`src/rtl/dsp_mac_sequencer.sv`:
```
// Multiply-accumulate sequencer for one DSP48A1 slice. It issues operands and a per-cycle OPMODE,
// follows the slice pipeline with a tag shift register, and buffers one result per N_TAPS pairs.
module dsp_mac_sequencer #(
  parameter int unsigned N_TAPS     = 8,
  parameter int unsigned P_LAT      = 3,
  parameter int unsigned OPMODE_DLY = 1
) (
  input  logic        clk,
  input  logic        rst_n,
  input  logic        in_valid,
  output logic        in_ready,
  input  logic [17:0] in_a,
  input  logic [17:0] in_b,
  output logic [17:0] dsp_a,
  output logic [17:0] dsp_b,
  output logic [7:0]  dsp_opmode,
  input  logic [47:0] dsp_p,
  input  logic        dsp_carry_out,
  output logic        out_valid,
  input  logic        out_ready,
  output logic [47:0] out_data,
  output logic        out_ovf
);

  localparam int unsigned TapW = (N_TAPS > 1) ? $clog2(N_TAPS) : 1;
  localparam logic [TapW-1:0] LastTap = TapW'(N_TAPS - 1);
  localparam logic [7:0] OpLoad = 8'h01;  // P = M
  localparam logic [7:0] OpAcc  = 8'h09;  // P = P + M
  localparam logic [7:0] OpHold = 8'h08;  // P = P

  logic                     accept, is_last, last_in_flight;
  logic                     exit_vld, exit_last, load, pop;
  logic [TapW-1:0]          tap_q, tap_d;
  logic [17:0]              dsp_a_q, dsp_a_d, dsp_b_q, dsp_b_d;
  logic                     issue_vld_q, issue_vld_d, issue_last_q, issue_last_d;
  logic [P_LAT-1:0]         tag_vld_q, tag_vld_d, tag_last_q, tag_last_d;
  logic [OPMODE_DLY:0][7:0] op_line_q, op_line_d;
  logic                     sticky_q, sticky_d;
  logic                     out_valid_q, out_valid_d, out_ovf_q, out_ovf_d;
  logic [47:0]              out_data_q, out_data_d;

  assign is_last        = (tap_q == LastTap);
  // Only one last tag may be in flight, so a result always lands in a free (or popping) buffer.
  assign last_in_flight = (issue_vld_q && issue_last_q) || (|(tag_vld_q & tag_last_q));
  assign in_ready       = !is_last || (!last_in_flight && (!out_valid_q || out_ready));
  assign accept         = in_valid && in_ready;

  assign exit_vld  = tag_vld_q[P_LAT-1];
  assign exit_last = tag_last_q[P_LAT-1];
  assign load      = exit_vld && exit_last;
  assign pop       = out_valid_q && out_ready;

  always_comb begin
    tap_d        = tap_q;
    dsp_a_d      = dsp_a_q;
    dsp_b_d      = dsp_b_q;
    issue_vld_d  = accept;
    issue_last_d = accept && is_last;
    if (accept) begin
      dsp_a_d = in_a;
      dsp_b_d = in_b;
      tap_d   = is_last ? '0 : tap_q + TapW'(1);
    end

    // Stage 0 is aligned with dsp_a/dsp_b; the slice sees the code OPMODE_DLY cycles later.
    op_line_d    = op_line_q;
    op_line_d[0] = !accept ? OpHold : ((tap_q == '0) ? OpLoad : OpAcc);
    for (int i = 1; i <= OPMODE_DLY; i++) begin
      op_line_d[i] = op_line_q[i-1];
    end

    tag_vld_d     = tag_vld_q;
    tag_last_d    = tag_last_q;
    tag_vld_d[0]  = issue_vld_q;
    tag_last_d[0] = issue_last_q;
    for (int i = 1; i < P_LAT; i++) begin
      tag_vld_d[i]  = tag_vld_q[i-1];
      tag_last_d[i] = tag_last_q[i-1];
    end

    sticky_d    = sticky_q;
    out_valid_d = out_valid_q;
    out_data_d  = out_data_q;
    out_ovf_d   = out_ovf_q;
    if (exit_vld) begin
      sticky_d = exit_last ? 1'b0 : (sticky_q | dsp_carry_out);
    end
    if (load) begin
      out_valid_d = 1'b1;
      out_data_d  = dsp_p;
      out_ovf_d   = sticky_q | dsp_carry_out;
    end else if (pop) begin
      out_valid_d = 1'b0;
    end
  end

  always_ff @(posedge clk or negedge rst_n) begin
    if (!rst_n) begin
      tap_q        <= '0;
      dsp_a_q      <= '0;
      dsp_b_q      <= '0;
      issue_vld_q  <= 1'b0;
      issue_last_q <= 1'b0;
      tag_vld_q    <= '0;
      tag_last_q   <= '0;
      op_line_q    <= '0;
      sticky_q     <= 1'b0;
      out_valid_q  <= 1'b0;
      out_data_q   <= '0;
      out_ovf_q    <= 1'b0;
    end else begin
      tap_q        <= tap_d;
      dsp_a_q      <= dsp_a_d;
      dsp_b_q      <= dsp_b_d;
      issue_vld_q  <= issue_vld_d;
      issue_last_q <= issue_last_d;
      tag_vld_q    <= tag_vld_d;
      tag_last_q   <= tag_last_d;
      op_line_q    <= op_line_d;
      sticky_q     <= sticky_d;
      out_valid_q  <= out_valid_d;
      out_data_q   <= out_data_d;
      out_ovf_q    <= out_ovf_d;
    end
  end

  assign dsp_a      = dsp_a_q;
  assign dsp_b      = dsp_b_q;
  assign dsp_opmode = op_line_q[OPMODE_DLY];
  assign out_valid  = out_valid_q;
  assign out_data   = out_data_q;
  assign out_ovf    = out_ovf_q;

endmodule

```
`config.mk`:
```
export PLATFORM = sky130hd
export DESIGN_NAME = dsp_mac_sequencer
export DESIGN_NICKNAME = d
export VERILOG_FILES = /design/src/rtl/dsp_mac_sequencer.sv
export SDC_FILE = /design/constraint.sdc
export NUM_CORES = 1
export LEC_CHECK = 0
export CORE_MARGIN = 4
export CORE_UTILIZATION = 44
export CTS_CLUSTER_DIAMETER = 120
export DETAILED_ROUTE_END_ITERATION = 16
export PLACE_DENSITY = 0.85
export SLEW_MARGIN = 10
export SYNTH_ARGS = -nofsm -noshare
export SYNTH_HDL_FRONTEND = slang
export SYNTH_SLANG_ARGS = --single-unit
```
`constraint.sdc`:
```
create_clock -name clk -period 4.35 [get_ports clk]
set_clock_uncertainty 0.2 [all_clocks]
set_input_delay 0.87 -clock clk [delete_from_list [all_inputs] [get_ports clk]]
set_output_delay 0.87 -clock clk [all_outputs]
set_load 0.01 [all_outputs]
```
==> results.cfg, run 1 <==
[place]
detailedPlace.worstSlack_ns = 1.05
routabilityCongestion = 0.745
numPortBuffers = 177
dpl_cells = 505
dp_hpwl_um = 6250
dpl-instance-area_um2 = 5720

[power_and_ir_drop]
post-layout-total-power_mw = 3.23
combinationalPowerShare_pct = 38.1
power.density_nw_per_um2 = 544
clock_power_share_pct = 18.7
power.leakage_nw = 2.61
p_sw_share_pct = 26.8
power.share.sequential_pct = 43.2
power.switching_mw = 0.864
internal_power_mw = 2.36
vdd_drop_max_mv = 0.214

[cells_and_area]
sequential_cell_area_um2 = 2500
final-instance-count-excl-fill = 520
antenna_cells = 0
drive_gt1_share_pct = 26.5
final_cell_area_um2 = 5930
filler_cell_count = 608
multi_input_comb_area_um2 = 1270
end_of_flow_core_utilization_pct = 68.7
layout-area-overhead-vs-synth_pct = 52.8
design.final.nets = 500

[worst_setup_path]
worst_ep_arrival_time_ns = 2.22
crit_slowest_cell = sky130_fd_sc_hd__clkdlybuf4s50_1
worstSetupPathType = in2out
r2r.worst_path.cells = 7
crit_family = buffers and inverters
critical_path_required_ns = 3.28
library_cell_appearing_most_often_on_the_critical_path = sky130_fd_sc_hd__clkdlybuf4s50_1
startpoint_type = input pin
worst_setup_slack_for_register_to_register_paths_ns = 1.81
worstPathCellList = clkdlybuf4s50_1, nand2b_1, a31o_2, clkdlybuf4s50_1
cp-end-kind = output pin
r2r_start = tap_q[0]$_DFFE_PN0P_
path_max_fanout = 3
worstReg2RegEnd = dsp_b[1]$_DFFE_PN0P_
path_buf_inv = 2
critical_path.max_stage_delay_ns = 0.56

[logic_synthesis]
synth-seq-area-share_pct = 64.5
ys_top_cells_by_area = sky130_fd_sc_hd__dfrtp_1, sky130_fd_sc_hd__mux2_4, sky130_fd_sc_hd__mux2_2
synthFlopType = sky130_fd_sc_hd__dfrtp_1
library_cell_occupying_the_most_area_in_the_post_synthesis_netlist = sky130_fd_sc_hd__dfrtp_1
yosys.cell_count.top_type = sky130_fd_sc_hd__dfrtp_1
post_synthesis_instance_total = 227
post_synth_most_frequent_cells = sky130_fd_sc_hd__dfrtp_1, sky130_fd_sc_hd__mux2_2, sky130_fd_sc_hd__mux2_4
synth-edff-count = 0
ys.warnings.count = 0
yosysUniqueCellTypes = 20
ys_ff_latch = 100
post_synthesis_async_set_or_reset_flop_share_pct = 100
syn_area_um2 = 3880
synthDominantCellAreaShare_pct = 64.5
post_synth.cell_area_avg_um2 = 17.1

[cts]
clock_path_buffers = 2
cts-buffers-inserted = 9
htreeDepth = 3
cts_hold_buffers = 0
clkSlewWorstSetupHoldPaths_ns = 0.10
ctsResizeCount = 0
post_cts_setup_repair_buffer_count = 0
tritoncts_clock_tree = built
clkLatencyLatePin_ns = 0.35
clock_tree.root_cell = sky130_fd_sc_hd__clkbuf_8
cts.sink_count = 100

[sta]
final_hold_viol_count = 0
final-setup-viol-count = 0
hold_ws_ns = 0.154
final_number_of_max_transition_violations = 0
tightestPinTransition_ns = 0.908
post-route-min-period_ns = 3.29
setup_ws_ns = 1.06
finalCritPeriodShare_pct = 75.7
setup_total_negative_slack_ns = 0
max-slew-margin-rel_pct = 39.5
rsz_0062_raised_after_global_routing = false
timing.fmax_mhz = 304

[route]
drt_pass1_iterations = 4
wl_per_cell_um = 16.0
viasPerCell = 4.64
drc_errors = 0
postRouteAntennaNets = 0
routed_wl_um = 8300
dr_total_vias = 2412
first_iter_violations = 44

[floorplan]
fp-row-count = 34
floorplan_die_height_um = 102
floorplan.die_area_um2 = 10400
start_util_pct = 44.9
area_inside_the_core_boundary_um2 = 8640
die_width_um = 102
top_level_ports = 184

[worst_hold_path]
timing.hold.worst.class = reg2reg
origin_of_the_worst_min_delay_path = op_line_d[11]$_DFF_PN0_
hold_depth = 0
hold_path_end = dsp_opmode[3]$_DFF_PN0_

[grt]
grt-ovfl-total = 0
grt_antenna_before_repair = 0
vias_in_the_first_global_route = 2581
grt_first_pass_wirelength_um = 12900
pin_count_of_the_biggest_net_entering_global_routing = 74
groute.usage.overall_pct = 16.0

[job]
maxCapViolations = 0

[outcome]
outcome = completed
-- cell families after synthesis --
group | synth area share, %
buffers and inverters | 3.38
adders and majority gates | 0.967
muxes | 28.6
and+or+nand+nor | 1.35
other | 0.0966
DFF | 64.5
AOI/OAI and AO/OA | 1.10
-- flip-flops by register name (all words and copies together) (netlist names), 2 cells and up --
signal,count
tag_vld_q,3
tap_q,3
tag_last_q,3
dsp_a,18
out_data,48
op_line_d,2
dsp_b,18
-- layer usage --
metal	GRT usage [%]	wire (um)	up-vias
met5	0	0	-
met3	5.26	817	10
met1	19.9	3390	1164
li1	-	-	1127
met4	5.35	121	0
met2	26.5	3970	111
-- layout make-up --
cell class / instances / share of cell area (%)
tap: 108 / 2.28
sequential: 100 / 42.2
timing repair buffer: 181 / 30.3
multi-input combinational: 112 / 21.4
clock inverter: 3 / 0.759
inverter: 4 / 0.253
clock buffer: 12 / 2.78
-- placed cells by master, fill, tap and decap left out --
master,Yosys,final
sky130_fd_sc_hd__a222oi_1,1,1
sky130_fd_sc_hd__buf_4,7,5
sky130_fd_sc_hd__a22o_1,1,1
sky130_fd_sc_hd__nand2_1,4,3
sky130_fd_sc_hd__nand2b_1,1,1
sky130_fd_sc_hd__mux2_4,38,38
sky130_fd_sc_hd__conb_1,1,6
sky130_fd_sc_hd__o21ai_0,1,1
sky130_fd_sc_hd__clkinvlp_4,0,2
sky130_fd_sc_hd__a31o_2,1,1
sky130_fd_sc_hd__nand2_2,1,2
sky130_fd_sc_hd__clkdlybuf4s50_1,0,176
sky130_fd_sc_hd__nor2_1,3,3
sky130_fd_sc_hd__ha_1,3,3
sky130_fd_sc_hd__inv_1,4,4
sky130_fd_sc_hd__dfrtp_1,100,100
sky130_fd_sc_hd__bufinv_16,0,1
sky130_fd_sc_hd__clkbuf_8,0,12
sky130_fd_sc_hd__a21oi_1,2,2
sky130_fd_sc_hd__nand4b_1,1,1
sky130_fd_sc_hd__mux2_2,48,48
sky130_fd_sc_hd__nand3_1,1,1
-- worst max path at each step --
stage / end / from / cells after the start
5_1_grt: in_ready / out_ready / 4
6_report: in_ready / out_ready / 4
3_3_place_gp: in_ready / out_ready / 4
2_1_floorplan: in_ready / out_ready / 2
4_1_cts: in_ready / out_ready / 4
3_5_place_dp: in_ready / out_ready / 4
-- power groups by stage --
stage	Sequential [mW]	Combinational [mW]	Clock (mW)
after global placement	1.40	1.23	0
after CTS	1.40	1.25	0.632
after floorplan	1.53	0.381	0
after global routing	1.43	1.32	0.663
after detailed placement	1.41	1.25	0
final	1.39	1.23	0.603
No activity file was read; power rests on OpenSTA's default activity.
==> inputs of run 2 (changes only) <==
--- a/config.mk
+++ b/config.mk
@@ -6,10 +6,10 @@
 export NUM_CORES = 1
 export LEC_CHECK = 0
 export CORE_MARGIN = 4
-export CORE_UTILIZATION = 44
+export CORE_UTILIZATION = 37
 export CTS_CLUSTER_DIAMETER = 120
 export DETAILED_ROUTE_END_ITERATION = 16
-export PLACE_DENSITY = 0.85
+export PLACE_DENSITY = 0.77
 export SLEW_MARGIN = 10
 export SYNTH_ARGS = -nofsm -noshare
 export SYNTH_HDL_FRONTEND = slang
==> constraint.sdc (replaced) <==
create_clock -name clk -period 2.9 [get_ports clk]
set_clock_uncertainty 0.2 [all_clocks]
set_input_delay 0.58 -clock clk [delete_from_list [all_inputs] [get_ports clk]]
set_output_delay 0.58 -clock clk [all_outputs]
set_load 0.01 [all_outputs]
==> run 2 against run 1 <==
Clock power is 46% higher. Worst hold slack worse by 0.14 ns. Utilization is 10 points lower. Combinational power is 53% higher. Largest power group unchanged. Final cell count is 5.8% higher. Sequential power is 50% higher. First-iteration DRC count grew to 2.9 times the previous value. Critical path depth is 1 lower. Register-to-register slack worse by 1.1 ns. Sequential share of layout area is 0.48 points lower.
==> results.cfg, run 2 (synthesis results as in run 1) <==
[outcome]
outcome = completed

[cts]
cts_hold_buffers = 0
cts-buffers-inserted = 9
clock_path_buffers = 2
tritoncts_clock_tree = built
clock_tree.root_cell = sky130_fd_sc_hd__clkbuf_8
clkLatencyLatePin_ns = 0.35
ctsResizeCount = 0
clkSlewWorstSetupHoldPaths_ns = 0.10
post_cts_setup_repair_buffer_count = 0
cts.sink_count = 100
htreeDepth = 3

[place]
routabilityCongestion = 0.724
dp_hpwl_um = 6690
numPortBuffers = 177
detailedPlace.worstSlack_ns = 0.202

[grt]
grt_antenna_before_repair = 0
grt_first_pass_wirelength_um = 14300
vias_in_the_first_global_route = 2703
grt-ovfl-total = 0
groute.usage.overall_pct = 14.5
pin_count_of_the_biggest_net_entering_global_routing = 53

[worst_setup_path]
crit_slowest_cell = sky130_fd_sc_hd__clkdlybuf4s50_1
worst_setup_slack_for_register_to_register_paths_ns = 0.70
path_max_fanout = 3
crit_family = compound AO/OA/AOI/OAI gates
r2r_start = op_line_d[8]$_DFF_PN0_
startpoint_type = register
worstPathCellList = a222oi_1, a31o_2, clkdlybuf4s50_1
critical_path.max_stage_delay_ns = 0.55
worstReg2RegEnd = dsp_b[11]$_DFFE_PN0P_
r2r.worst_path.cells = 5
cp-end-kind = output pin
critical_path_required_ns = 2.12
path_buf_inv = 1
worst_ep_arrival_time_ns = 2.02
worstSetupPathType = reg2out

[sta]
final_hold_viol_count = 0
final-setup-viol-count = 0
finalCritPeriodShare_pct = 96.5
setup_total_negative_slack_ns = 0
tightestPinTransition_ns = 0.648
post-route-min-period_ns = 2.80
rsz_0062_raised_after_global_routing = false
final_number_of_max_transition_violations = 0
max-slew-margin-rel_pct = 56.8
setup_ws_ns = 0.102
timing.fmax_mhz = 357

[floorplan]
area_inside_the_core_boundary_um2 = 10300
start_util_pct = 37.8
fp-row-count = 37
die_width_um = 110
top_level_ports = 184
floorplan.die_area_um2 = 12200
floorplan_die_height_um = 110

[cells_and_area]
layout-area-overhead-vs-synth_pct = 54.5
design.final.nets = 501
drive_gt1_share_pct = 26.6
largest_register_ffs = 48
layout.cells.most_common_list = sky130_fd_sc_hd__clkdlybuf4s50_1, sky130_fd_sc_hd__dfrtp_1, sky130_fd_sc_hd__mux2_2
antenna_cells = 0
layout.cells.most_common = sky130_fd_sc_hd__clkdlybuf4s50_1

[job]
maxCapViolations = 0

[route]
first_iter_violations = 127
wl_per_cell_um = 15.9
viasPerCell = 4.47
drt_pass1_iterations = 4
drc_errors = 0
postRouteAntennaNets = 0
routed_wl_um = 8770
dr_total_vias = 2461

[power_and_ir_drop]
power.leakage_nw = 2.61
power.density_nw_per_um2 = 807
vdd_drop_max_mv = 0.338
post-layout-total-power_mw = 4.84

[worst_hold_path]
timing.hold.worst.class = in2async
run 2: stage by stage:
stage               area [um2]  hold slack [ns]  utilization, %  std cells
finish                    6000           0.0172            58.4        550
floorplan                 3900           0.0844               -        232
global placement          5800            0.143            56.4        534
detailed placement        5800            0.149            56.4        534
CTS                       6000           0.0204            58.4        550
global route              6000           0.0552            58.4        550
run 2: cell type report:
| class | instances | area [um2] |
|---|---|---|
| clock inverter | 6 | 70.1 |
| clock buffer | 10 | 128 |
| fill | 849 | 4280 |
| tap | 136 | 170 |
| inverter | 4 | 15.0 |
| timing repair buffer | 182 | 1840 |
| multi-input combinational | 112 | 1270 |
| sequential | 100 | 2500 |
run 2: report_power, final:
part / switching [mW] / internal (mW) / total [mW]
Clock: 0.475 / 0.405 / 0.880
Sequential: 0.234 / 1.85 / 2.09
Combinational: 0.643 / 1.23 / 1.88
Total: 1.35 / 3.49 / 4.84
run 2: worst max path at each step:
stage,start,end,cells after the start
6_report,op_line_d[8]$_DFF_PN0_,in_ready,3
5_1_grt,op_line_d[8]$_DFF_PN0_,in_ready,3
4_1_cts,op_line_d[8]$_DFF_PN0_,in_ready,3
3_5_place_dp,out_ready,in_ready,4
3_3_place_gp,out_ready,in_ready,4
2_1_floorplan,out_ready,dsp_a[0]$_DFFE_PN0P_,5
run 2: worst reg2reg max path: stages (launching register included):
cell and delay [ns]:
sky130_fd_sc_hd__dfrtp_1 0.39, sky130_fd_sc_hd__a222oi_1 0.47, sky130_fd_sc_hd__a31o_2 0.26, sky130_fd_sc_hd__nand2_2 0.21
sky130_fd_sc_hd__buf_12 0.25, sky130_fd_sc_hd__mux2_4 0.31
run 2: routing by layer:
layer	global-route usage, %	wire, um	part of all wire, %
met3	3.84	561	6.4
met1	18.4	3790	43
met5	0	0	0
met4	4.43	113	1.3
met2	24.1	4300	49
